[src/rtl/disp_pkg.sv]
// Shared state encoding, dash frame constant and default timing parameters
// for the display refresh scheduler (display_sched, disp_rr_arb).
package disp_pkg;

    typedef enum logic [1:0] {
        ST_IDLE  = 2'd0,
        ST_SEND  = 2'd1,
        ST_LATCH = 2'd2
    } disp_state_t;

    localparam logic [15:0] DASH_FRAME = 16'hAAAA;

    localparam int DEF_REFRESH_CYCLES = 50000;
    localparam int DEF_LATCH_CYCLES   = 2;
    localparam int DEF_TIMEOUT_CYCLES = 64;

    // Bits needed to count 0..n-1, never less than one.
    function automatic int cnt_width(input int n);
        return (n <= 2) ? 1 : $clog2(n);
    endfunction

endpackage

[src/rtl/disp_rr_arb.sv]
// Two-requester round-robin arbiter: requester a wins the first tie after
// reset, and after any accepted grant the other requester gets tie priority.
module disp_rr_arb (
    input  logic clk,
    input  logic rst,
    input  logic req_a,
    input  logic req_b,
    input  logic advance,
    output logic grant_a,
    output logic grant_b
);

    logic prio_b;

    always_comb begin
        grant_a = req_a & (~req_b | ~prio_b);
        grant_b = req_b & (~req_a | prio_b);
    end

    always_ff @(posedge clk or posedge rst) begin
        if (rst) begin
            prio_b <= 1'b0;
        end else if (advance && (grant_a || grant_b)) begin
            prio_b <= grant_a;
        end
    end

endmodule

[src/rtl/display_sched.sv]
// Display frame scheduler: captures operand/result BCD frames, drives the
// serializer, pulses the display latch and re-sends the frame periodically.
// Optional error-display mode (err_req/err_clr) is built when DISP_ERR_EN is defined.
module display_sched
    import disp_pkg::*;
#(
    parameter int REFRESH_CYCLES = DEF_REFRESH_CYCLES,
    parameter int LATCH_CYCLES   = DEF_LATCH_CYCLES,
    parameter int TIMEOUT_CYCLES = DEF_TIMEOUT_CYCLES
) (
    input  logic        clk,
    input  logic        rst,
    input  logic        req_entry,
    input  logic [15:0] bcd_entry,
    output logic        ack_entry,
    input  logic        req_result,
    input  logic [15:0] bcd_result,
    output logic        ack_result,
`ifdef DISP_ERR_EN
    input  logic        err_req,
    input  logic        err_clr,
`endif
    input  logic        ser_done,
    output logic        ser_en,
    output logic [15:0] ser_bcd,
    output logic        latch,
    output logic        busy,
    output logic        timeout_err
);

    localparam int RW = cnt_width(REFRESH_CYCLES);
    localparam int PW = cnt_width((TIMEOUT_CYCLES > LATCH_CYCLES) ? TIMEOUT_CYCLES : LATCH_CYCLES);
    localparam logic [RW-1:0] REFRESH_LAST = RW'(REFRESH_CYCLES - 1);
    localparam logic [PW-1:0] TIMEOUT_LAST = PW'(TIMEOUT_CYCLES - 1);
    localparam logic [PW-1:0] LATCH_LAST   = PW'(LATCH_CYCLES - 1);

    disp_state_t   state, state_next;
    logic [RW-1:0] refresh_cnt;
    logic [PW-1:0] phase_cnt;
    logic [15:0]   frame_reg;
    logic          frame_valid;
    logic          idle;
    logic          arb_req_entry, arb_req_result;
    logic          grant_entry, grant_result;
    logic          take_entry, take_result;
    logic          timeout_hit, latch_done;

    // Error mode masks both requesters so only refreshes of the dash frame run.
`ifdef DISP_ERR_EN
    logic err_mode, take_err;
    assign arb_req_entry  = req_entry  & ~(err_mode | err_req);
    assign arb_req_result = req_result & ~(err_mode | err_req);
`else
    assign arb_req_entry  = req_entry;
    assign arb_req_result = req_result;
`endif

    assign idle = (state == ST_IDLE);

    disp_rr_arb u_arb (
        .clk     (clk),
        .rst     (rst),
        .req_a   (arb_req_entry),
        .req_b   (arb_req_result),
        .advance (idle),
        .grant_a (grant_entry),
        .grant_b (grant_result)
    );

    always_ff @(posedge clk or posedge rst) begin
        if (rst) begin
            state <= ST_IDLE;
        end else begin
            state <= state_next;
        end
    end

    always_comb begin
        state_next  = state;
        take_entry  = 1'b0;
        take_result = 1'b0;
        timeout_hit = 1'b0;
        latch_done  = 1'b0;
`ifdef DISP_ERR_EN
        take_err    = 1'b0;
`endif
        unique case (state)
            ST_IDLE: begin
`ifdef DISP_ERR_EN
                if (err_req) begin
                    take_err   = 1'b1;
                    state_next = ST_SEND;
                end else
`endif
                if (grant_entry) begin
                    take_entry = 1'b1;
                    state_next = ST_SEND;
                end else if (grant_result) begin
                    take_result = 1'b1;
                    state_next  = ST_SEND;
                end else if (frame_valid && refresh_cnt == REFRESH_LAST) begin
                    state_next = ST_SEND;
                end
            end
            ST_SEND: begin
                if (ser_done) begin
                    state_next = ST_LATCH;
                end else if (phase_cnt == TIMEOUT_LAST) begin
                    timeout_hit = 1'b1;
                    state_next  = ST_IDLE;
                end
            end
            ST_LATCH: begin
                if (phase_cnt == LATCH_LAST) begin
                    latch_done = 1'b1;
                    state_next = ST_IDLE;
                end
            end
            default: state_next = ST_IDLE;
        endcase
    end

    assign ack_entry  = take_entry;
    assign ack_result = take_result;
    assign ser_en     = (state == ST_SEND);
    assign latch      = (state == ST_LATCH);
    assign busy       = ~idle;
    assign ser_bcd    = frame_reg;

    // phase_cnt times SEND and LATCH; refresh_cnt only advances while idle.
    always_ff @(posedge clk or posedge rst) begin
        if (rst) begin
            refresh_cnt <= '0;
            phase_cnt   <= '0;
            frame_reg   <= '0;
            frame_valid <= 1'b0;
            timeout_err <= 1'b0;
`ifdef DISP_ERR_EN
            err_mode    <= 1'b0;
`endif
        end else begin
            if (state_next != state) begin
                phase_cnt <= '0;
            end else if (!idle) begin
                phase_cnt <= phase_cnt + 1'b1;
            end

            if (idle && state_next == ST_SEND) begin
                refresh_cnt <= '0;
            end else if (idle && refresh_cnt != REFRESH_LAST) begin
                refresh_cnt <= refresh_cnt + 1'b1;
            end

            if (take_entry) begin
                frame_reg   <= bcd_entry;
                frame_valid <= 1'b1;
            end
            if (take_result) begin
                frame_reg   <= bcd_result;
                frame_valid <= 1'b1;
            end

            if (timeout_hit) begin
                timeout_err <= 1'b1;
            end else if (latch_done) begin
                timeout_err <= 1'b0;
            end
`ifdef DISP_ERR_EN
            if (take_err) begin
                frame_reg   <= DASH_FRAME;
                frame_valid <= 1'b1;
                err_mode    <= 1'b1;
            end
            if (err_clr) begin
                err_mode    <= 1'b0;
                frame_valid <= 1'b0;
            end
`endif
        end
    end

endmodule

[config.mk]
export PLATFORM = sky130hd
export DESIGN_NAME = display_sched
export DESIGN_NICKNAME = d
export VERILOG_FILES = /design/src/rtl/disp_pkg.sv /design/src/rtl/disp_rr_arb.sv /design/src/rtl/display_sched.sv
export SDC_FILE = /design/constraint.sdc
export NUM_CORES = 1
export LEC_CHECK = 0
export CAP_MARGIN = 20
export CORE_ASPECT_RATIO = 2
export CORE_UTILIZATION = 43
export DETAILED_ROUTE_END_ITERATION = 6
export HOLD_SLACK_MARGIN = 0.02
export PLACE_DENSITY = 0.73
export SLEW_MARGIN = 20
export SYNTH_ARGS = -nofsm -noshare
export SYNTH_HDL_FRONTEND = slang
export SYNTH_SLANG_ARGS = --single-unit
[constraint.sdc]
create_clock -name clk -period 1.8 [get_ports clk]
set_input_delay 0.36 -clock clk [delete_from_list [all_inputs] [get_ports clk]]
set_output_delay 0.36 -clock clk [all_outputs]
set_load 0.01 [all_outputs]
# == After elaboration in Yosys (flattened, before gate mapping) ==
# Index checks and enable logic that the tools add are counted.
# word_totals
register_bits,43
latchBits,0
ramBits,0
romBits,0
output_inout_bits,22
n_memories,0
# op_classes
addsub,2
multipliers,0
div,0
magnitude_cmp,0
eq_ne,9
n_shift,0
muxes,27
n_bitwise,8
n_reduce_logical,9
# op_table
cell,n
$mux 16,4
$add 16x1->16 const B,1
$eq 16x16->1 const B,1
$ne 16x16->1 const B,1
$mux 1,14
$mux 2,6
$mux 6,2
$add 6x1->6 const B,1
$eq 6x1->1 const B,1
$eq 6x6->1 const B,1
$pmux 2 s3,1
$reduce_bool 2->1,3
$eq 2x1->1 const B,2
$logic_and 1x1->1,4
$not 1->1,4
$and 1x1->1,2
$eq 2x2->1 const B,1
$logic_not 2->1,1
$ne 2x1->1 const B,1
$ne 2x2->1,1
$or 1x1->1,2
$logic_or 1x1->1,1

# == Longest topological paths before layout ==
# Gate-level depths: netlist of run 1.
# logic_depth
ltp_word,9
mapped_depth,6
ltp_nobuf,5

# == Cells and area by module ==
# A second synthesis of run 1 with hierarchy kept.
# unflattened
cells_unflattened,236
area_unflattened_um2,2232.1
# modules_own_cells
module,instances,cells_each,area_each_um2,seq_area_each_um2
display_sched,1,229,2173.3,1051.0
disp_rr_arb,1,7,58.8,25.0

# == Least setup slack after synthesis of run 1 ==
# Ideal clock, no wire load.
# synth_path
kind,register -> register
start,reg refresh_cnt[0]
end,reg refresh_cnt[13]
setup_time_ns,0.073
arrival_time_ns,1.676
setup_slack_ns,0.051
path_stages_with_launch,6
period_less_slack_ns,1.749
cell_sequence,dfrtp_1 > ha_1 > and4_1 > and4_1 > or4_4 > a21oi_2
# synth_via
elab_chain_len,9
word_cells_on_any_way,14
# synth_lines
element,line_no,text
start: declaration,display_sched.sv:38,logic [RW-1:0] refresh_cnt;
start signal: assignment,display_sched.sv:151,refresh_cnt <= refresh_cnt + 1'b1;
$eq 16x16->1,display_sched.sv:101,end else if (frame_valid && refresh_cnt == REFRESH_LAST) begin
$logic_and 1x1->1,display_sched.sv:101,
$mux 2,display_sched.sv:101,
$mux 2,display_sched.sv:98,end else if (grant_result) begin
$mux 2,display_sched.sv:95,if (grant_entry) begin
$pmux 2 s3,display_sched.sv:87,unique case (state)
$eq 2x1->1,display_sched.sv:148,if (idle && state_next == ST_SEND) begin
$logic_and 1x1->1,display_sched.sv:148,
$mux 16 / $reduce_bool 2->1 (equally long branches),n/a,
# Several ways; a longest one is shown, not always the timed one. The select of a mux whose other input is x is not followed.
# A chain may end at the register's enable or synchronous reset.

# == Final worst setup path of run 1 ==
# layout_path
start,in req_entry
end,out ack_result
# layout_via
elab_chain_len,6
word_cells_on_any_way,7
# layout_lines
element,line_no,text
start: declaration,display_sched.sv:13,"input logic req_entry,"
$not 1->1,disp_rr_arb.sv:17,grant_b = req_b & (~req_a | prio_b);
$or 1x1->1,disp_rr_arb.sv:17,
$and 1x1->1,disp_rr_arb.sv:17,
$mux 1,display_sched.sv:98,
$mux 1 (*),display_sched.sv:95,
$mux 1 (*),display_sched.sv:87,
end: declaration,display_sched.sv:18,"output logic ack_result,"
# Mark *: on every way between the ends. The rest lies on a longest branch, timed or not.

==> results of run 1 <==
[final timing paths]
kind	from	end	slack, ns	cells after the start
setup reg to reg	refresh_cnt[0]$_DFFE_PP0P_	refresh_cnt[4]$_DFFE_PP0P_	0.06	6
min in group clk	frame_valid$_DFFE_PP0P_	frame_valid$_DFFE_PP0P_	0.47	1
hold reg to reg	frame_valid$_DFFE_PP0P_	frame_valid$_DFFE_PP0P_	0.47	1
hold / removal	rst	refresh_cnt[10]$_DFFE_PP0P_	0.43	3
max in group asynchronous	rst	ser_bcd[7]$_DFFE_PP0P_	1.16	3
setup / recovery	req_entry	ack_result	0.06	5
[what timing repair did]
item                       in CTS  in global routing
gates resized for setup        13                  8
setup buffers                   1                  1
setup endpoints to repair      11                 27
pin swaps                       1                  3
hold buffers                    0                  0
gates cloned                    0                  0
[report_power, final]
| group | internal (mW) | switching (mW) |
|---|---|---|
| clock | 0.259 | 0.328 |
| sequential | 1.22 | 0.160 |
| combinational | 0.922 | 0.901 |
| total | 2.40 | 1.39 |
[critical path, stage by stage]
cell and delay, ns:
sky130_fd_sc_hd__clkdlybuf4s50_1 0.47, sky130_fd_sc_hd__inv_1 0.07, sky130_fd_sc_hd__buf_4 0.13, sky130_fd_sc_hd__o211a_1 0.21
sky130_fd_sc_hd__buf_2 0.14
[cells in the final DEF, fill, tap and decap left out, types with 2 or more instances in the layout]
| cell | Yosys | routed |
|---|---|---|
| sky130_fd_sc_hd__dlygate4sd2_1 | 0 | 2 |
| sky130_fd_sc_hd__xor2_1 | 6 | 6 |
| sky130_fd_sc_hd__nand3_1 | 8 | 8 |
| sky130_fd_sc_hd__o31ai_1 | 3 | 3 |
| sky130_fd_sc_hd__nor4b_1 | 2 | 2 |
| sky130_fd_sc_hd__a31oi_1 | 2 | 2 |
| sky130_fd_sc_hd__clkbuf_8 | 0 | 5 |
| sky130_fd_sc_hd__a21oi_2 | 3 | 4 |
| sky130_fd_sc_hd__clkdlybuf4s50_1 | 0 | 53 |
| sky130_fd_sc_hd__nor3_1 | 7 | 7 |
| sky130_fd_sc_hd__inv_1 | 7 | 7 |
| sky130_fd_sc_hd__and3_1 | 2 | 2 |
| sky130_fd_sc_hd__and4_1 | 3 | 2 |
| sky130_fd_sc_hd__xnor2_1 | 4 | 4 |
| sky130_fd_sc_hd__o22ai_1 | 17 | 17 |
| sky130_fd_sc_hd__nand2_1 | 22 | 22 |
| sky130_fd_sc_hd__buf_2 | 6 | 2 |
| sky130_fd_sc_hd__or3_1 | 7 | 6 |
| sky130_fd_sc_hd__a21oi_1 | 8 | 7 |
| sky130_fd_sc_hd__dfrtp_1 | 43 | 43 |
| sky130_fd_sc_hd__ha_1 | 3 | 3 |
| sky130_fd_sc_hd__nor2_1 | 10 | 9 |
| sky130_fd_sc_hd__or4_4 | 3 | 3 |
| sky130_fd_sc_hd__o21ai_1 | 3 | 2 |
| sky130_fd_sc_hd__nand4_1 | 7 | 7 |
| sky130_fd_sc_hd__o21ai_0 | 25 | 25 |
| sky130_fd_sc_hd__buf_4 | 0 | 33 |
[routing by layer]
layer  wire length (µm)  global-route usage
met5                  0                   0
met4                202               0.137
met3                309              0.0699
met2               3110               0.438
met1               1990               0.231
[layout make-up]
| cell class | instances | area (µm²) |
|---|---|---|
| Multi-Input combinational cell | 162 | 1020 |
| Sequential cell | 43 | 1080 |
| Fill cell | 378 | 1710 |
| Inverter | 8 | 30.0 |
| Tap cell | 57 | 71.3 |
| Timing Repair Buffer | 93 | 847 |
| Clock buffer | 6 | 72.6 |
[kinds of logic after synthesis]
group,after synthesis,synth area share
AND/OR/NAND/NOR,79,0.204
XOR/XNOR,10,0.0407
adder cells (fa/ha/maj),3,0.0174
AO/OA/AOI/OAI,70,0.196
flip-flops,43,0.500
buffers and inverters,20,0.0418
[registers in the layout, summed over array words and instances, names as in the netlist]
signal and cells:
u_arb.prio_b 1, phase_cnt 6, refresh_cnt 16, timeout_err 1, state 2, frame_valid 1, ser_bcd 16
[through the flow]
step | std cells | instance area (µm²) | power (mW) | setup TNS, ns | setup slack, ns
floorplan | 225 | 2150 | 2.22 | 0 | 0.0512
global placement | 361 | 3010 | 3.15 | -0.527 | -0.277
detailed placement | 361 | 3010 | 3.19 | -1.06 | -0.366
CTS | 368 | 3090 | 3.78 | 0 | 0.00361
global route | 369 | 3110 | 4.06 | -0.0698 | -0.0192
finish | 369 | 3110 | 3.79 | 0 | 0.0638
==> load_flow_metrics.sql, run 1 <==
INSERT INTO impl_metrics (metric_group, metric, value, unit) VALUES
('timing', 'timing.final.crit_period', '1.74', 'ns'),
('critical_path', 'critPathMaxFanout', '2', ''),
('timing', 'timing.fmax', '576', 'MHz'),
('global_route', 'grt_pass1_wl', '9250', 'µm'),
('synth', 'edff_count_synth', '0', ''),
('pwr', 'irDropWorstVdd', '0.866', 'mV'),
('critical_path', 'worstSetupPathType', 'input pin to primary output', ''),
('pwr', 'total_leakage_power', '1.32', 'nW'),
('cts', 'clock_sinks', '43', ''),
('die', 'io_pins', '59', ''),
('place', 'io_buffer_count', '58', ''),
('detailed_routing', 'post_drt_via_cell_ratio', '5.60', ''),
('critical_path', 'cp-end-kind', 'primary output', ''),
('timing', 'worstMarginPinSlew', '0.402', 'ns'),
('global_route', 'grt_max_degree', '44', ''),
('die', 'rows', '36', ''),
('finish', 'post-route-util', '0.646', ''),
('timing', 'max_slew_margin', '0.732', ''),
('synth', 'synth_area_leaders', 'sky130_fd_sc_hd__dfrtp_1, sky130_fd_sc_hd__o21ai_0, sky130_fd_sc_hd__o22ai_1', ''),
('finish', 'final_net_count', '353', ''),
('synth', 'synth-main-ff-cell', 'sky130_fd_sc_hd__dfrtp_1', ''),
('finish', 'antenna_cells', '0', ''),
('place', 'finalWeightedCongestion', '0.850', ''),
('synth', 'async_flop_share', '1.00', ''),
('critical_path', 'timing.critical_path.arrival', '1.38', 'ns'),
('detailed_routing', 'routedWlPerCell', '15.2', 'µm'),
('die', 'core_area', '4820', 'µm²'),
('detailed_routing', 'route.detailed.drc', '0', ''),
('die', 'floorplan.initialDensity', '0.447', ''),
('synth', 'seq_area_frac_synth', '0.500', ''),
('synth', 'netlist_instances', '225', ''),
('finish', 'drive_gt1_frac', '0.189', ''),
('timing', 'finClkSkew', '0.00550', 'ns'),
('synth', 'synth.top_cell.area_share', '0.500', ''),
('timing', 'final-max-slew-violation-count', '0', ''),
('synth', 'postSynthRegisterBits', '43', ''),
('timing', 'holdWs', '0.427', 'ns'),
('synth', 'syn_nets', '265', ''),
('status', 'status', 'completed', ''),
('die', 'die_w', '52.0', 'µm'),
('cts', 'insertion_delay', '0.30', 'ns'),
('global_route', 'grt_remaining_overflow', '0', ''),
('detailed_routing', 'detailroute.via_count', '2066', ''),
('critical_path', 'timing.critical_path.required', '1.44', 'ns'),
('timing', 'hold_violations', '0', ''),
('synth', 'post_synth_instance_area', '2150', 'µm²'),
('synth', 'post_synth.cell_area_avg', '9.57', 'µm²'),
('cts', 'clkTransAtPathRegs', '0.08', 'ns'),
('synth', 'synth.yosys.warnings', '0', ''),
('detailed_routing', 'route.final.wire_length', '5600', 'µm'),
('run', 'max-cap-violations', '0', ''),
('synth', 'synth_cell_type_count', '42', ''),
('min_path', 'worstHoldPathType', 'input pin to async pin', ''),
('detailed_routing', 'first_pass_iters', '4', ''),
('timing', 'fin_crit_sh', '0.965', ''),
('cts', 'ctsHtreeMaxLevel', '2', ''),
('timing', 'setup_violations', '0', ''),
('synth', 'yosys_top_cell_by_area', 'sky130_fd_sc_hd__dfrtp_1', ''),
('cts', 'numCtsBuffers', '5', ''),
('critical_path', 'critical_path.startpoint_type', 'input pin', ''),
('detailed_routing', 'drt_iter0_drc', '38', ''),
('place', 'post-dp-hpwl', '4130', 'µm'),
('detailed_routing', 'drt.antenna.violating_nets', '0', ''),
('cts', 'cts_max_path_bufs', '2', ''),
('die', 'fp.dieH', '102', 'µm'),
('die', 'die_area', '5310', 'µm²'),
('synth', 'synth_top_cells_by_count', 'sky130_fd_sc_hd__dfrtp_1, sky130_fd_sc_hd__o21ai_0, sky130_fd_sc_hd__nand2_1', ''),
('pwr', 'powerDensity', '1220', 'nW/µm²'),
('finish', 'areaGrowthSynthToFinish', '44.6', '%'),
('synth', 'synthMostInstantiatedCell', 'sky130_fd_sc_hd__dfrtp_1', ''),
('cts', 'cts_tree', 'done', ''),
('global_route', 'initial_antenna_violation_count', '0', ''),
('global_route', 'grtUsageTotal', '0.241', ''),
('cts', 'cts_root_buffer', 'sky130_fd_sc_hd__clkbuf_8', ''),
('global_route', 'grt_pass1_vias', '2110', '');
Power figures use the tool's default switching activity.
==> run 2: changes to the inputs <==
- GPL_TIMING_DRIVEN: default -> 0
==> run 2 against run 1 <==
Effect of this change: combinational power up 3%; cell count fell by 3.0%; maximum frequency shrank 2.3%; flip-flop and latch count stayed put; wire length up 1.5%; core utilization is 0.39 points higher; design area grew 0.60%; worst hold slack lost 0.081 ns; clock power grew 24%; critical path depth unchanged; register-to-register slack barely moved; critical path type is now flop to primary output; critical endpoint is now ack_entry; highest routed layer unchanged.
==> load_flow_metrics.sql, run 2 (synthesized netlist as in run 1, its figures left out) <==
INSERT INTO impl_metrics (metric_group, metric, value, unit) VALUES
('die', 'rows', '36', ''),
('timing', 'worstMarginPinSlew', '0.431', 'ns'),
('die', 'fp.dieH', '102', 'µm'),
('timing', 'hold_violations', '0', ''),
('die', 'floorplan.initialDensity', '0.447', ''),
('die', 'die_w', '52.0', 'µm'),
('cts', 'clock_sinks', '43', ''),
('pwr', 'p_sw', '1.45', 'mW'),
('cts', 'ctsHtreeMaxLevel', '2', ''),
('global_route', 'grt_max_degree', '29', ''),
('detailed_routing', 'drt.antenna.violating_nets', '0', ''),
('die', 'die_area', '5310', 'µm²'),
('critical_path', 'timing.critical_path.arrival', '1.42', 'ns'),
('pwr', 'powerDensity', '1280', 'nW/µm²'),
('pwr', 'p_seq_frac', '0.350', ''),
('status', 'status', 'completed', ''),
('timing', 'setup_violations', '0', ''),
('die', 'core_area', '4820', 'µm²'),
('min_path', 'worstHoldPathType', 'input pin to async pin', ''),
('place', 'post-dp-hpwl', '4040', 'µm'),
('cts', 'numCtsBuffers', '5', ''),
('critical_path', 'timing.critical_path.required', '1.44', 'ns'),
('finish', 'final_net_count', '341', ''),
('detailed_routing', 'routedWlPerCell', '15.9', 'µm'),
('cts', 'insertion_delay', '0.30', 'ns'),
('detailed_routing', 'first_pass_iters', '4', ''),
('detailed_routing', 'drt_iter0_drc', '43', ''),
('detailed_routing', 'route.detailed.drc', '0', ''),
('timing', 'timing.final.crit_period', '1.78', 'ns'),
('global_route', 'globalRouteMet3Util', '0.0789', ''),
('detailed_routing', 'route.final.wire_length', '5690', 'µm'),
('cts', 'cts_tree', 'done', ''),
('finish', 'drive_gt1_frac', '0.189', ''),
('pwr', 'total_power', '4.01', 'mW'),
('critical_path', 'cp-end-kind', 'primary output', ''),
('pwr', 'total_leakage_power', '1.28', 'nW'),
('pwr', 'share_comb_of_total_power', '0.468', ''),
('timing', 'rsz_0062_raised_after_global_routing', 'true', ''),
('cts', 'clkTransAtPathRegs', '0.08', 'ns'),
('global_route', 'grt_pass1_vias', '2222', ''),
('critical_path', 'critical_path.startpoint_type', 'flop', ''),
('cts', 'cts_root_buffer', 'sky130_fd_sc_hd__clkbuf_8', ''),
('cts', 'cts_max_path_bufs', '2', ''),
('finish', 'mostFrequentLayoutCell', 'sky130_fd_sc_hd__clkdlybuf4s50_1', ''),
('global_route', 'grt_pass1_wl', '9760', 'µm'),
('timing', 'timing.setup.tns', '0', 'ns'),
('timing', 'final-max-slew-violation-count', '0', ''),
('run', 'max-cap-violations', '0', ''),
('timing', 'timing.fmax', '563', 'MHz'),
('finish', 'antenna_cells', '0', ''),
('pwr', 'internal_power', '2.57', 'mW'),
('place', 'finalWeightedCongestion', '0.878', ''),
('global_route', 'grt.busiest_layer', 'met2', ''),
('pwr', 'irDropWorstVdd', '0.901', 'mV'),
('detailed_routing', 'post_drt_via_cell_ratio', '5.70', ''),
('finish', 'areaGrowthSynthToFinish', '45.5', '%'),
('timing', 'max_slew_margin', '0.713', ''),
('global_route', 'met1_global_route_usage', '0.245', ''),
('critical_path', 'worstSetupPathType', 'flop to primary output', ''),
('timing', 'holdWs', '0.346', 'ns'),
('global_route', 'initial_antenna_violation_count', '0', ''),
('global_route', 'grtUsageTotal', '0.249', ''),
('timing', 'fin_crit_sh', '0.987', ''),
('timing', 'finClkSkew', '0.00376', 'ns'),
('global_route', 'grt_remaining_overflow', '0', ''),
('detailed_routing', 'detailroute.via_count', '2042', ''),
('critical_path', 'critPathMaxFanout', '10', ''),
('place', 'io_buffer_count', '58', ''),
('pwr', 'switching_part_of_the_total', '0.360', ''),
('finish', 'layout.cells.most_common_list', 'sky130_fd_sc_hd__clkdlybuf4s50_1, sky130_fd_sc_hd__dfrtp_1, sky130_fd_sc_hd__o21ai_0, sky130_fd_sc_hd__nand2_1, sky130_fd_sc_hd__o22ai_1', ''),
('pwr', 'power_frac_clock', '0.182', ''),
('global_route', 'global_route.usage.met2', '0.454', ''),
('die', 'io_pins', '59', '');
## run 2: stage by stage
step / utilization / std cells / cell area, µm² / worst slack (ns)
6_report: 0.650 / 358 / 3130 / 0.0230
5_1_grt: 0.650 / 358 / 3130 / -0.0515
4_1_cts: 0.638 / 359 / 3070 / -0.147
3_5_place_dp: 0.586 / 341 / 2830 / -0.618
3_3_place_gp: 0.582 / 340 / 2810 / -0.589
2_1_floorplan: - / 225 / 2150 / 0.0512
## run 2: power by group through the flow
stage               logic [mW]  clock network, mW  registers [mW]
floorplan                0.728                  0            1.49
global placement          1.54                  0            1.43
detailed placement        1.57                  0            1.44
CTS                       1.85              0.747            1.40
global route              2.07              0.787            1.44
finish                    1.88              0.729            1.40
## run 2: layer usage
layer / up-vias / share of wire
li1: 975 / -
met1: 970 / 0.34
met2: 83 / 0.57
met3: 14 / 0.058
met4: 0 / 0.028
met5: - / 0
## run 2: area by class of cell
| cell class | count | area, µm² |
|---|---|---|
| Buffer | 11 | 80.1 |
| Tap cell | 57 | 71.3 |
| Multi-Input combinational cell | 162 | 1090 |
| Timing Repair Buffer | 70 | 682 |
| Inverter | 8 | 30.0 |
| Clock buffer | 6 | 72.6 |
| Clock inverter | 1 | 30.0 |
| Sequential cell | 43 | 1080 |
| Fill cell | 371 | 1690 |
## run 2: worst paths after layout
| kind | startpoint | endpoint | slack [ns] | cells past startpoint |
|---|---|---|---|---|
| min in group clk | ser_bcd[8]$_DFFE_PP0P_ | ser_bcd[8]$_DFFE_PP0P_ | 0.48 | 2 |
| worst max register to register | refresh_cnt[7]$_DFFE_PP0P_ | refresh_cnt[15]$_DFFE_PP0P_ | 0.06 | 5 |
| worst max-delay path | state[1]$_DFF_PP0_ | ack_entry | 0.02 | 5 |
| max in group asynchronous | rst | state[1]$_DFF_PP0_ | 0.98 | 3 |
| worst min register to register | ser_bcd[8]$_DFFE_PP0P_ | ser_bcd[8]$_DFFE_PP0P_ | 0.48 | 2 |
| worst min-delay path | rst | ser_bcd[11]$_DFFE_PP0P_ | 0.35 | 2 |
## run 2: critical path: stages, from the launching register on
cell	delay [ns]
sky130_fd_sc_hd__dfrtp_2	0.44
sky130_fd_sc_hd__nor2_4	0.14
sky130_fd_sc_hd__inv_2	0.06
sky130_fd_sc_hd__buf_6	0.14
sky130_fd_sc_hd__a211oi_4	0.17
sky130_fd_sc_hd__buf_2	0.17
## run 2: repair_timing
item | 4_1_cts | 5_1_grt
hold buffers | 0 | 0
gates resized for setup | 33 | 23
buffers inserted | 11 | 2
pin swaps | 1 | 5
endpoints found under the setup margin | 31 | 41
cloned | 0 | 0
==> run 3: changes to the inputs <==
- ABC_AREA: default -> 1
- CORE_UTILIZATION: 43 -> 45
- PLACE_DENSITY: 0.73 -> 0.74
==> run 3 against run 2 <==
Effect of this change: global-route usage is 1.1 points lower; wire length is 16% higher; worst hold slack better by 0.084 ns; maximum frequency is 0.25% higher; power is 15% higher; clock skew is 0.0090 ns higher; non-clock buffer count stayed put; clock-buffer cell count stayed put; critical path type unchanged.
==> load_flow_metrics.sql, run 3 <==
INSERT INTO impl_metrics (metric_group, metric, value, unit) VALUES
('cts', 'clkTransAtPathRegs', '0.08', 'ns'),
('place', 'finalWeightedCongestion', '0.900', ''),
('critical_path', 'timing.critical_path.arrival', '1.41', 'ns'),
('timing', 'timing.fmax', '564', 'MHz'),
('die', 'core_area', '5420', 'µm²'),
('cts', 'clock_sinks', '43', ''),
('die', 'io_pins', '59', ''),
('place', 'numPlacedInstances', '460', ''),
('timing', 'fin_crit_sh', '0.985', ''),
('critical_path', 'critical-path-top-delay-family', 'flip-flops', ''),
('detailed_routing', 'drt.antenna.violating_nets', '0', ''),
('pwr', 'powerDensity', '1330', 'nW/µm²'),
('critical_path', 'crit_slowest_cell', 'sky130_fd_sc_hd__dfrtp_1', ''),
('detailed_routing', 'routedWlPerCell', '13.8', 'µm'),
('timing', 'timing.final.crit_period', '1.77', 'ns'),
('pwr', 'irDropWorstVdd', '0.874', 'mV'),
('synth', 'syn_nets', '381', ''),
('detailed_routing', 'route.final.wire_length', '6610', 'µm'),
('synth', 'synth.yosys.warnings', '0', ''),
('detailed_routing', 'drt_iter0_drc', '62', ''),
('synth', 'post_synth.cell_area_avg', '7.48', 'µm²'),
('place', 'post-dp-hpwl', '5040', 'µm'),
('critical_path', 'cp-end-kind', 'primary output', ''),
('finish', 'areaGrowthSynthToFinish', '36.0', '%'),
('die', 'fp.dieH', '108', 'µm'),
('place', 'placedInstanceArea', '3230', 'µm²'),
('timing', 'worstMarginPinSlew', '0.586', 'ns'),
('synth', 'synth-main-ff-cell', 'sky130_fd_sc_hd__dfrtp_1', ''),
('finish', 'layout.cells.most_common_list', 'sky130_fd_sc_hd__nand2_1, sky130_fd_sc_hd__nor2_1, sky130_fd_sc_hd__clkdlybuf4s50_1, sky130_fd_sc_hd__dfrtp_1, sky130_fd_sc_hd__nand3_1', ''),
('finish', 'final_net_count', '458', ''),
('die', 'die_w', '55.2', 'µm'),
('pwr', 'total_leakage_power', '1.59', 'nW'),
('detailed_routing', 'post_drt_via_cell_ratio', '5.18', ''),
('synth', 'yosys_top_cell_by_area', 'sky130_fd_sc_hd__dfrtp_1', ''),
('critical_path', 'critical_path.startpoint_type', 'flop', ''),
('synth', 'synth_cell_type_count', '33', ''),
('cts', 'insertion_delay', '0.31', 'ns'),
('finish', 'finalNonFillerCells', '478', ''),
('detailed_routing', 'route.detailed.drc', '0', ''),
('timing', 'final-max-slew-violation-count', '0', ''),
('critical_path', 'worstRegToRegCells', '10', ''),
('critical_path', 'cp_num_buf_inv', '4', ''),
('critical_path', 'worstSetupPathType', 'flop to primary output', ''),
('timing', 'max_slew_margin', '0.609', ''),
('critical_path', 'timing.critical_path.cells', 'nor2_4, inv_2, or2_1, buf_6, inv_12, buf_6', ''),
('die', 'floorplan.initialDensity', '0.470', ''),
('critical_path', 'worst_stage_delay_on_the_critical_path', '0.43', 'ns'),
('min_path', 'worstHoldPathType', 'input pin to async pin', ''),
('synth', 'netlist_instances', '341', ''),
('finish', 'final_design_area_no_fill', '3470', 'µm²'),
('timing', 'rsz_0062_raised_after_global_routing', 'true', ''),
('place', 'io_buffer_count', '58', ''),
('cts', 'cts-hold-fix-buffers', '0', ''),
('global_route', 'grt_max_degree', '26', ''),
('finish', 'antenna_cells', '0', ''),
('die', 'rows', '38', ''),
('synth', 'post_synth_instance_area', '2550', 'µm²'),
('synth', 'seq_area_frac_synth', '0.422', ''),
('global_route', 'grt_pass1_vias', '2479', ''),
('synth', 'postSynthRegisterBits', '43', ''),
('finish', 'drive_gt1_frac', '0.177', ''),
('pwr', 'total_power', '4.62', 'mW'),
('critical_path', 'regToRegSetupSlack', '0.14', 'ns'),
('timing', 'timing.setup.tns', '0', 'ns'),
('finish', 'mostFrequentLayoutCell', 'sky130_fd_sc_hd__nand2_1', ''),
('synth', 'async_flop_share', '1.00', ''),
('synth', 'synth.top_cell.area_share', '0.422', ''),
('cts', 'numCtsBuffers', '5', ''),
('critical_path', 'worst_r2r_startpoint', 'refresh_cnt[1]$_DFFE_PP0P_', ''),
('global_route', 'grt_remaining_overflow', '0', ''),
('timing', 'setup_violations', '0', ''),
('die', 'die_area', '5990', 'µm²'),
('status', 'status', 'completed', ''),
('cts', 'cts_tree', 'done', ''),
('global_route', 'initial_antenna_violation_count', '0', ''),
('critical_path', 'rr_endpoint', 'refresh_cnt[0]$_DFFE_PP0P_', ''),
('finish', 'post-route-util', '0.640', ''),
('timing', 'hold_violations', '0', ''),
('run', 'max-cap-violations', '0', ''),
('critical_path', 'critPathMaxFanout', '3', ''),
('synth', 'synth_top_cells_by_count', 'sky130_fd_sc_hd__nand2_1, sky130_fd_sc_hd__nor2_1, sky130_fd_sc_hd__dfrtp_1', ''),
('timing', 'finClkSkew', '0.0128', 'ns'),
('synth', 'edff_count_synth', '0', ''),
('cts', 'cts_root_buffer', 'sky130_fd_sc_hd__clkbuf_8', ''),
('critical_path', 'timing.critical_path.required', '1.44', 'ns'),
('global_route', 'grtUsageTotal', '0.238', ''),
('detailed_routing', 'first_pass_iters', '4', ''),
('synth', 'synth_area_leaders', 'sky130_fd_sc_hd__dfrtp_1, sky130_fd_sc_hd__nand2_1, sky130_fd_sc_hd__nor2_1', ''),
('global_route', 'grt_pass1_wl', '11100', 'µm'),
('synth', 'synthMostInstantiatedCell', 'sky130_fd_sc_hd__nand2_1', ''),
('cts', 'ctsHtreeMaxLevel', '2', ''),
('critical_path', 'crit_path_frequent_cell', 'sky130_fd_sc_hd__buf_6', ''),
('cts', 'cts_max_path_bufs', '2', ''),
('detailed_routing', 'detailroute.via_count', '2475', '');
==> run 3: repair_timing <==
action | CTS | global route
cloned | 0 | 0
pin swaps | 2 | 1
endpoints found under the hold margin | 0 | 0
buffers inserted | 9 | 4
resized for setup | 25 | 8
endpoints found under the setup margin | 5 | 24
==> run 3: cells by family (layout without fill, tap and decap cells) <==
group           after synthesis  after routing  share of synthesized area
buf+inv                      46            123                     0.0898
compound gates               38             38                      0.104
fa+ha+maj                     3              3                     0.0147
flops                        43             43                      0.422
xor+xnor                      7              7                     0.0240
simple gates                204            204                      0.345
==> run 3: worst max-delay path by stage <==
stage | startpoint | end | slack [ns] | cells past startpoint
after floorplan | state[1]$_DFF_PP0_ | ack_result | 0.26 | 6
after global placement | req_result | ack_result | -0.63 | 7
after detailed placement | req_result | ack_result | -0.64 | 7
after CTS | state[0]$_DFF_PP0_ | ack_entry | -0.005 | 7
after global routing | state[1]$_DFF_PP0_ | ack_result | -0.03 | 6
final | state[0]$_DFF_PP0_ | ack_result | 0.03 | 6
==> run 3: power breakdown <==
| part | internal, mW | leakage [nW] | total, mW | switching [mW] |
|---|---|---|---|---|
| registers | 1.25 | 0.552 | 1.45 | 0.206 |
| clock network | 0.407 | 0.0513 | 0.737 | 0.330 |
| logic | 1.13 | 0.984 | 2.43 | 1.30 |
| total | 2.79 | 1.59 | 4.62 | 1.83 |
==> run 3: metal layers <==
layer / up-vias / global-route usage / wire length (µm)
met2: 81 / 0.457 / 3770
met3: 24 / 0.0502 / 280
li1: 1238 / - / -
met4: 0 / 0.138 / 315
met1: 1132 / 0.226 / 2240
met5: - / 0 / 0
==> run 3: final cells by class <==
cell class | instances | area (µm²)
plain buffers | 9 | 78.8
clock buffers | 6 | 72.6
clock inverters | 1 | 30.0
fillers | 509 | 1950
inverters | 35 | 149
multi-input cells | 252 | 1280
flip-flops and latches | 43 | 1080
well taps | 60 | 75.1
repair buffers | 72 | 709
==> run 3: worst register-to-register path: cells and delay by family, from the launching register on <==
kind | cells | cell delay [ns]
xor+xnor | 1 | 0.16
fa+ha+maj | 1 | 0.18
buf+inv | 2 | 0.25
flops | 1 | 0.43
simple gates | 6 | 0.54
==> run 3: stage by stage <==
stage	hold WS (ns)	setup slack [ns]
2_1_floorplan	0.423	0.261
3_3_place_gp	0.433	-0.630
3_5_place_dp	0.440	-0.643
4_1_cts	0.441	-0.00472
5_1_grt	0.477	-0.0298
6_report	0.429	0.0273
